===== src/rtl/aes_pkg.sv =====
// Shared constants for the 16-bit nibble key schedule: widths, FSM encoding and the
// NibbleSub substitution table.
package aes_pkg;

  localparam int KW = 16;  // key width, four nibbles {w0,w1,w2,w3}
  localparam int RW = 4;   // round index / round constant width
  localparam int NW = 4;   // nibble width

  typedef enum logic [2:0] {
    ST_IDLE = 3'd0,
    ST_EMIT = 3'd1,
    ST_SUB  = 3'd2,
    ST_WAIT = 3'd3,
    ST_DONE = 3'd4
  } state_t;

  localparam logic [NW-1:0] SBOX [16] = '{
    4'h9, 4'h4, 4'hA, 4'hB, 4'hD, 4'h1, 4'h8, 4'h5,
    4'h6, 4'h2, 4'h0, 4'h3, 4'hC, 4'hE, 4'hF, 4'h7
  };

endpackage


===== src/rtl/nibble_sub.sv =====
// Registered 4-bit substitution box: b and valid appear the cycle after en.
module nibble_sub
  import aes_pkg::*;
(
  input  logic          clk,
  input  logic          en,
  input  logic [NW-1:0] a,
  output logic [NW-1:0] b,
  output logic          valid
);

  // NOTE: pure datapath flops carry no reset; the consumer only looks at them after
  // it has pulsed en itself, so their power-up contents are never observed.
  always_ff @(posedge clk) begin
    valid <= en;
    if (en) b <= SBOX[a];
  end

endmodule


===== src/rtl/key_reverse_schedule.sv =====
// Walks the nibble key schedule backwards from round N to round 0, offering one round
// key at a time over a valid/ready handshake and time-sharing a single registered S-box.
module key_reverse_schedule
  import aes_pkg::*;
(
  input  logic          clk,
  input  logic          nrst,
  input  logic          start,
  input  logic [KW-1:0] last_key,
  input  logic [RW-1:0] num_rounds,
  output logic [KW-1:0] key_out,
  output logic [RW-1:0] round_idx,
  output logic          key_valid,
  input  logic          key_ready,
  output logic          busy,
  output logic          done
);

  state_t        state, state_nx;
  logic [KW-1:0] cur;
  logic [RW-1:0] r;
  logic          load_start, load_prev;

  logic          sbox_en, sbox_valid;
  logic [NW-1:0] sbox_a, sbox_b;
  logic [NW-1:0] k0, k1, k2, k3;

  // Inverse step: the low three words undo the forward XOR chain, w0 needs S(k3).
  assign k3     = cur[3:0]   ^ cur[7:4];
  assign k2     = cur[7:4]   ^ cur[11:8];
  assign k1     = cur[11:8]  ^ cur[15:12];
  assign k0     = cur[15:12] ^ sbox_b ^ r;
  assign sbox_a = k3;

  nibble_sub u_sbox (
    .clk   (clk),
    .en    (sbox_en),
    .a     (sbox_a),
    .b     (sbox_b),
    .valid (sbox_valid)
  );

  // NOTE: every register is updated with <= so all flops sample the same pre-edge values.
  always_ff @(posedge clk or negedge nrst) begin
    if (!nrst) state <= ST_IDLE;
    else       state <= state_nx;
  end

  // NOTE: every output of this block is defaulted first, so no path can infer a latch.
  always_comb begin
    state_nx   = state;
    key_valid  = 1'b0;
    busy       = 1'b1;
    done       = 1'b0;
    sbox_en    = 1'b0;
    load_start = 1'b0;
    load_prev  = 1'b0;
    unique case (state)
      ST_IDLE: begin
        busy = 1'b0;
        if (start) begin
          load_start = 1'b1;
          state_nx   = ST_EMIT;
        end
      end
      ST_EMIT: begin
        key_valid = 1'b1;
        // Round 0 is checked before any decrement, so r never wraps.
        if (key_ready) state_nx = (r == '0) ? ST_DONE : ST_SUB;
      end
      ST_SUB: begin
        sbox_en  = 1'b1;
        state_nx = ST_WAIT;
      end
      ST_WAIT: begin
        if (sbox_valid) begin
          load_prev = 1'b1;
          state_nx  = ST_EMIT;
        end
      end
      ST_DONE: begin
        done     = 1'b1;
        state_nx = ST_IDLE;
      end
      default: state_nx = ST_IDLE;
    endcase
  end

  always_ff @(posedge clk or negedge nrst) begin
    if (!nrst) begin
      cur <= '0;
      r   <= '0;
    end else if (load_start) begin
      cur <= last_key;
      r   <= num_rounds;
    end else if (load_prev) begin
      cur <= {k0, k1, k2, k3};
      r   <= r - 1'b1;
    end
  end

  // cur/r only change on start or when the next key is loaded, so they hold outside EMIT.
  assign key_out   = cur;
  assign round_idx = r;

endmodule

===== config.mk =====
export PLATFORM = sky130hd
export DESIGN_NAME = key_reverse_schedule
export DESIGN_NICKNAME = d
export VERILOG_FILES = /design/src/rtl/aes_pkg.sv /design/src/rtl/nibble_sub.sv /design/src/rtl/key_reverse_schedule.sv
export SDC_FILE = /design/constraint.sdc
export NUM_CORES = 1
export LEC_CHECK = 0
export ABC_AREA = 1
export BUFFER_PORTS_ARGS = -buffer_cell sky130_fd_sc_hd__buf_2
export CORE_ASPECT_RATIO = 0.6
export CORE_UTILIZATION = 43
export DETAILED_ROUTE_END_ITERATION = 10
export GPL_TIMING_DRIVEN = 1
export PLACE_DENSITY_LB_ADDON = 0.3
export SLEW_MARGIN = 25
export SYNTH_ARGS = -nofsm -noshare
export SYNTH_HDL_FRONTEND = slang
export SYNTH_HIERARCHICAL = 1
export SYNTH_SLANG_ARGS = --single-unit

===== constraint.sdc =====
create_clock -name clk -period 2.22 [get_ports clk]
set_clock_uncertainty 0.1 [all_clocks]
set_input_delay 0.333 -clock clk [delete_from_list [all_inputs] [get_ports clk]]
set_output_delay 0.333 -clock clk [all_outputs]
set_load 0.005 [all_outputs]

==> results.json <==
{
  "cp.arrival_ps": 1800,
  "clock_path_buffers": 2,
  "ant_nets": 0,
  "place_area_sq_um": 2200,
  "p_per_area_nw_per_um2": 1510,
  "reg2reg_slack_ps": 360,
  "ys_ff_latch": 28,
  "yosys_warnings": 6,
  "drtPass1Iterations": 5,
  "rows": 18,
  "place.gp.congestion": 0.854,
  "cts-htree-levels": 1,
  "fin_cells": 394,
  "core_sq_um": 4210,
  "syn-cell-area_sq_um": 1930,
  "grt_pass1_wl_mm": 7.73,
  "grt-ovfl-total": 0,
  "chipWidth_um": 88.5,
  "synth_top_area_cell": "dfrtp_1",
  "root_buffer": "clkbuf_8",
  "grt_pass1_vias": 1561,
  "die_y_um": 53.9,
  "timing.fmax_ghz": 0.538,
  "hp-class": "input pin to register",
  "post-dp-hpwl_mm": 3.55,
  "whs_endpoint": "round_idx[1]",
  "grt-busiest-layer": "met1",
  "ios": 47,
  "p_int_mw": 1.71,
  "remaining_drc_errors": 0,
  "met2_usage_pct": 31.9,
  "num_vias": 1876,
  "die_area_sq_um": 4770,
  "antenna_cells": 0,
  "vdd_drop_max_uv": 620,
  "wl_per_cell_um": 12.5,
  "met3_usage_pct": 4.14,
  "synth.avg_cell_area_sq_um": 6.68,
  "drt-initial-drc-count": 106,
  "final_max_slew_viol_count": 0,
  "reg2reg_from": "key_out[5]",
  "finalSetupViolCount": 0,
  "criticalPathCategory": "register to register",
  "routed_via_density": 4.76,
  "syn2layout_area_growth_pct": 16.7,
  "drv_cap": 0,
  "synth_top_area_share_pct": 29.8,
  "nets": 367,
  "slew_headroom_pct": 53.2,
  "share_seq_of_total_power_pct": 31.7,
  "drive_above_1_share_pct": 18.3,
  "crit_path_end_kind": "register",
  "portBuffers": 46,
  "synthFlopType": "dfrtp_1",
  "hold_start": "num_rounds[1]",
  "switching_share_pct": 49.8,
  "dpl.cell_count": 389,
  "grt_max_degree": 31,
  "rsz0062_at_grt": "false",
  "p_total_mw": 3.40,
  "cp_max_fo": 6,
  "worst_pin_slew_ps": 700,
  "whs_path_depth": 3,
  "initial_utilization_pct": 45.8,
  "synth.net_count": 321,
  "antenna_found_initial": 0,
  "p_clk_share_pct": 8.6,
  "track_usage_pct": 22.0,
  "synthMostInstantiatedCell": "nand2_1",
  "cts_tree": "yes",
  "synth_area_leaders": "dfrtp_1 30%, nand2_1 22%, nand3_1 8.3%",
  "yosys-top-cells-count": "114 x nand2_1, 40 x inv_1, 32 x nand3_1",
  "wl_mm": 4.94,
  "cts_num_sinks": 28,
  "synth_edf_count": 4,
  "synthCells": 289,
  "yosysUniqueCellTypes": 25,
  "cts_buffers": 3,
  "postLayoutCellArea_sq_um": 2250,
  "worstPathRequired_ps": 2160,
  "cts_resized": 0,
  "status": "finished, final reports clean",
  "critPathLaunchType": "register",
  "cts.clk_slew.worst_paths_ps": 100,
  "reg2reg_to": "u_sbox/b[3]",
  "grtUsageMet1_pct": 33.1,
  "fin_util_pct": 53.5,
  "power.leakage_nw": 1.31,
  "hold_viol_final": 0,
  "combinationalPowerShare_pct": 59.7,
  "clk_latency_ps": 280,
  "yosysSeqAreaShare_pct": 37.1,
  "period_share_pct": 83.7,
  "fin_crit_ps": 1860,
  "postSynth.asyncResetShare_pct": 82.1,
  "reg2reg_depth": 7,
  "p_sw_mw": 1.69,
  "finalSetupTns_ps": 0,
  "nFillCells": 448
}
## power by group through the flow
stage	registers [mW]	logic [mW]	clock network, mW
global route	1.12	2.35	0.323
global placement	1.07	1.97	0
finish	1.08	2.03	0.291
CTS	1.07	2.03	0.306
floorplan	1.04	1.48	0
detailed placement	1.08	2.02	0
## metrics by stage
| stage | hold slack, ps | setup slack (ps) |
|---|---|---|
| 6_report | 223 | 362 |
| 5_1_grt | 228 | 180 |
| 4_1_cts | 221 | 362 |
| 3_5_place_dp | 253 | 371 |
| 3_3_place_gp | 247 | 461 |
| 2_1_floorplan | -62.6 | 527 |
## worst max-delay path, stage by stage, from the launching register on
cell	delay, ps
dfrtp_1	430
xor2_1	400
inv_1	190
ha_1	240
nor2_1	110
nand2_1	50
nand2_1	60
nand2_1	50
## logic make-up after synthesis
kind of cell | share of synthesized area [%]
and+or+nand+nor | 38.7
AOI/OAI and AO/OA | 3.82
xor gates and xnor gates | 2.27
DFF | 37.1
adders and majority gates | 5.18
buffers and inverters | 13.0
## layout by cell type, fill, tap and decap left out, drive strengths merged, types with 4 or more instances in the layout
master,count
buf,50
clkbuf,4
clkinv,4
dfrtp,23
edfxtp,4
ha,8
inv,44
nand2,115
nand3,33
nand4,11
nor2,13
o21ai,13
xor2,4
## flip-flops by register name, indices dropped and copies added (netlist names)
name          count
key_out          16
u_sbox/valid      1
round_idx         4
state             3
u_sbox/b          4
## worst max path at each step
stage	from	endpoint	slack, ps	cells past startpoint
after floorplan	key_out[5]	u_sbox/b[0]	530	6
after global placement	key_out[5]	u_sbox/b[0]	460	6
after detailed placement	key_out[5]	u_sbox/b[3]	370	7
after CTS	key_out[5]	u_sbox/b[3]	360	7
after global routing	key_out[5]	u_sbox/b[0]	180	6
final	key_out[5]	u_sbox/b[3]	360	7
## metal layers
| metal | wire length, um | part of all wire (%) |
|---|---|---|
| met1 | 2550 | 52 |
| met2 | 2010 | 41 |
| met3 | 344 | 7.0 |
| met4 | 31 | 0.63 |
| met5 | 0 | 0 |
## final cells by class
class	instances	area (sq um)	area share, %
multi-input cells	203	965	42.8
flip-flops and latches	28	716	31.8
repair buffers	51	270	12.0
inverters	48	183	8.11
well taps	60	75.1	3.33
clock buffers	4	45.0	2.00
## timing repair
action | 4_1_cts | 5_1_grt
buffers inserted | 0 | 0
hold buffers | 1 | 0
endpoints found under the hold margin | 23 | 0
No activity file was read; power rests on OpenSTA's default activity.
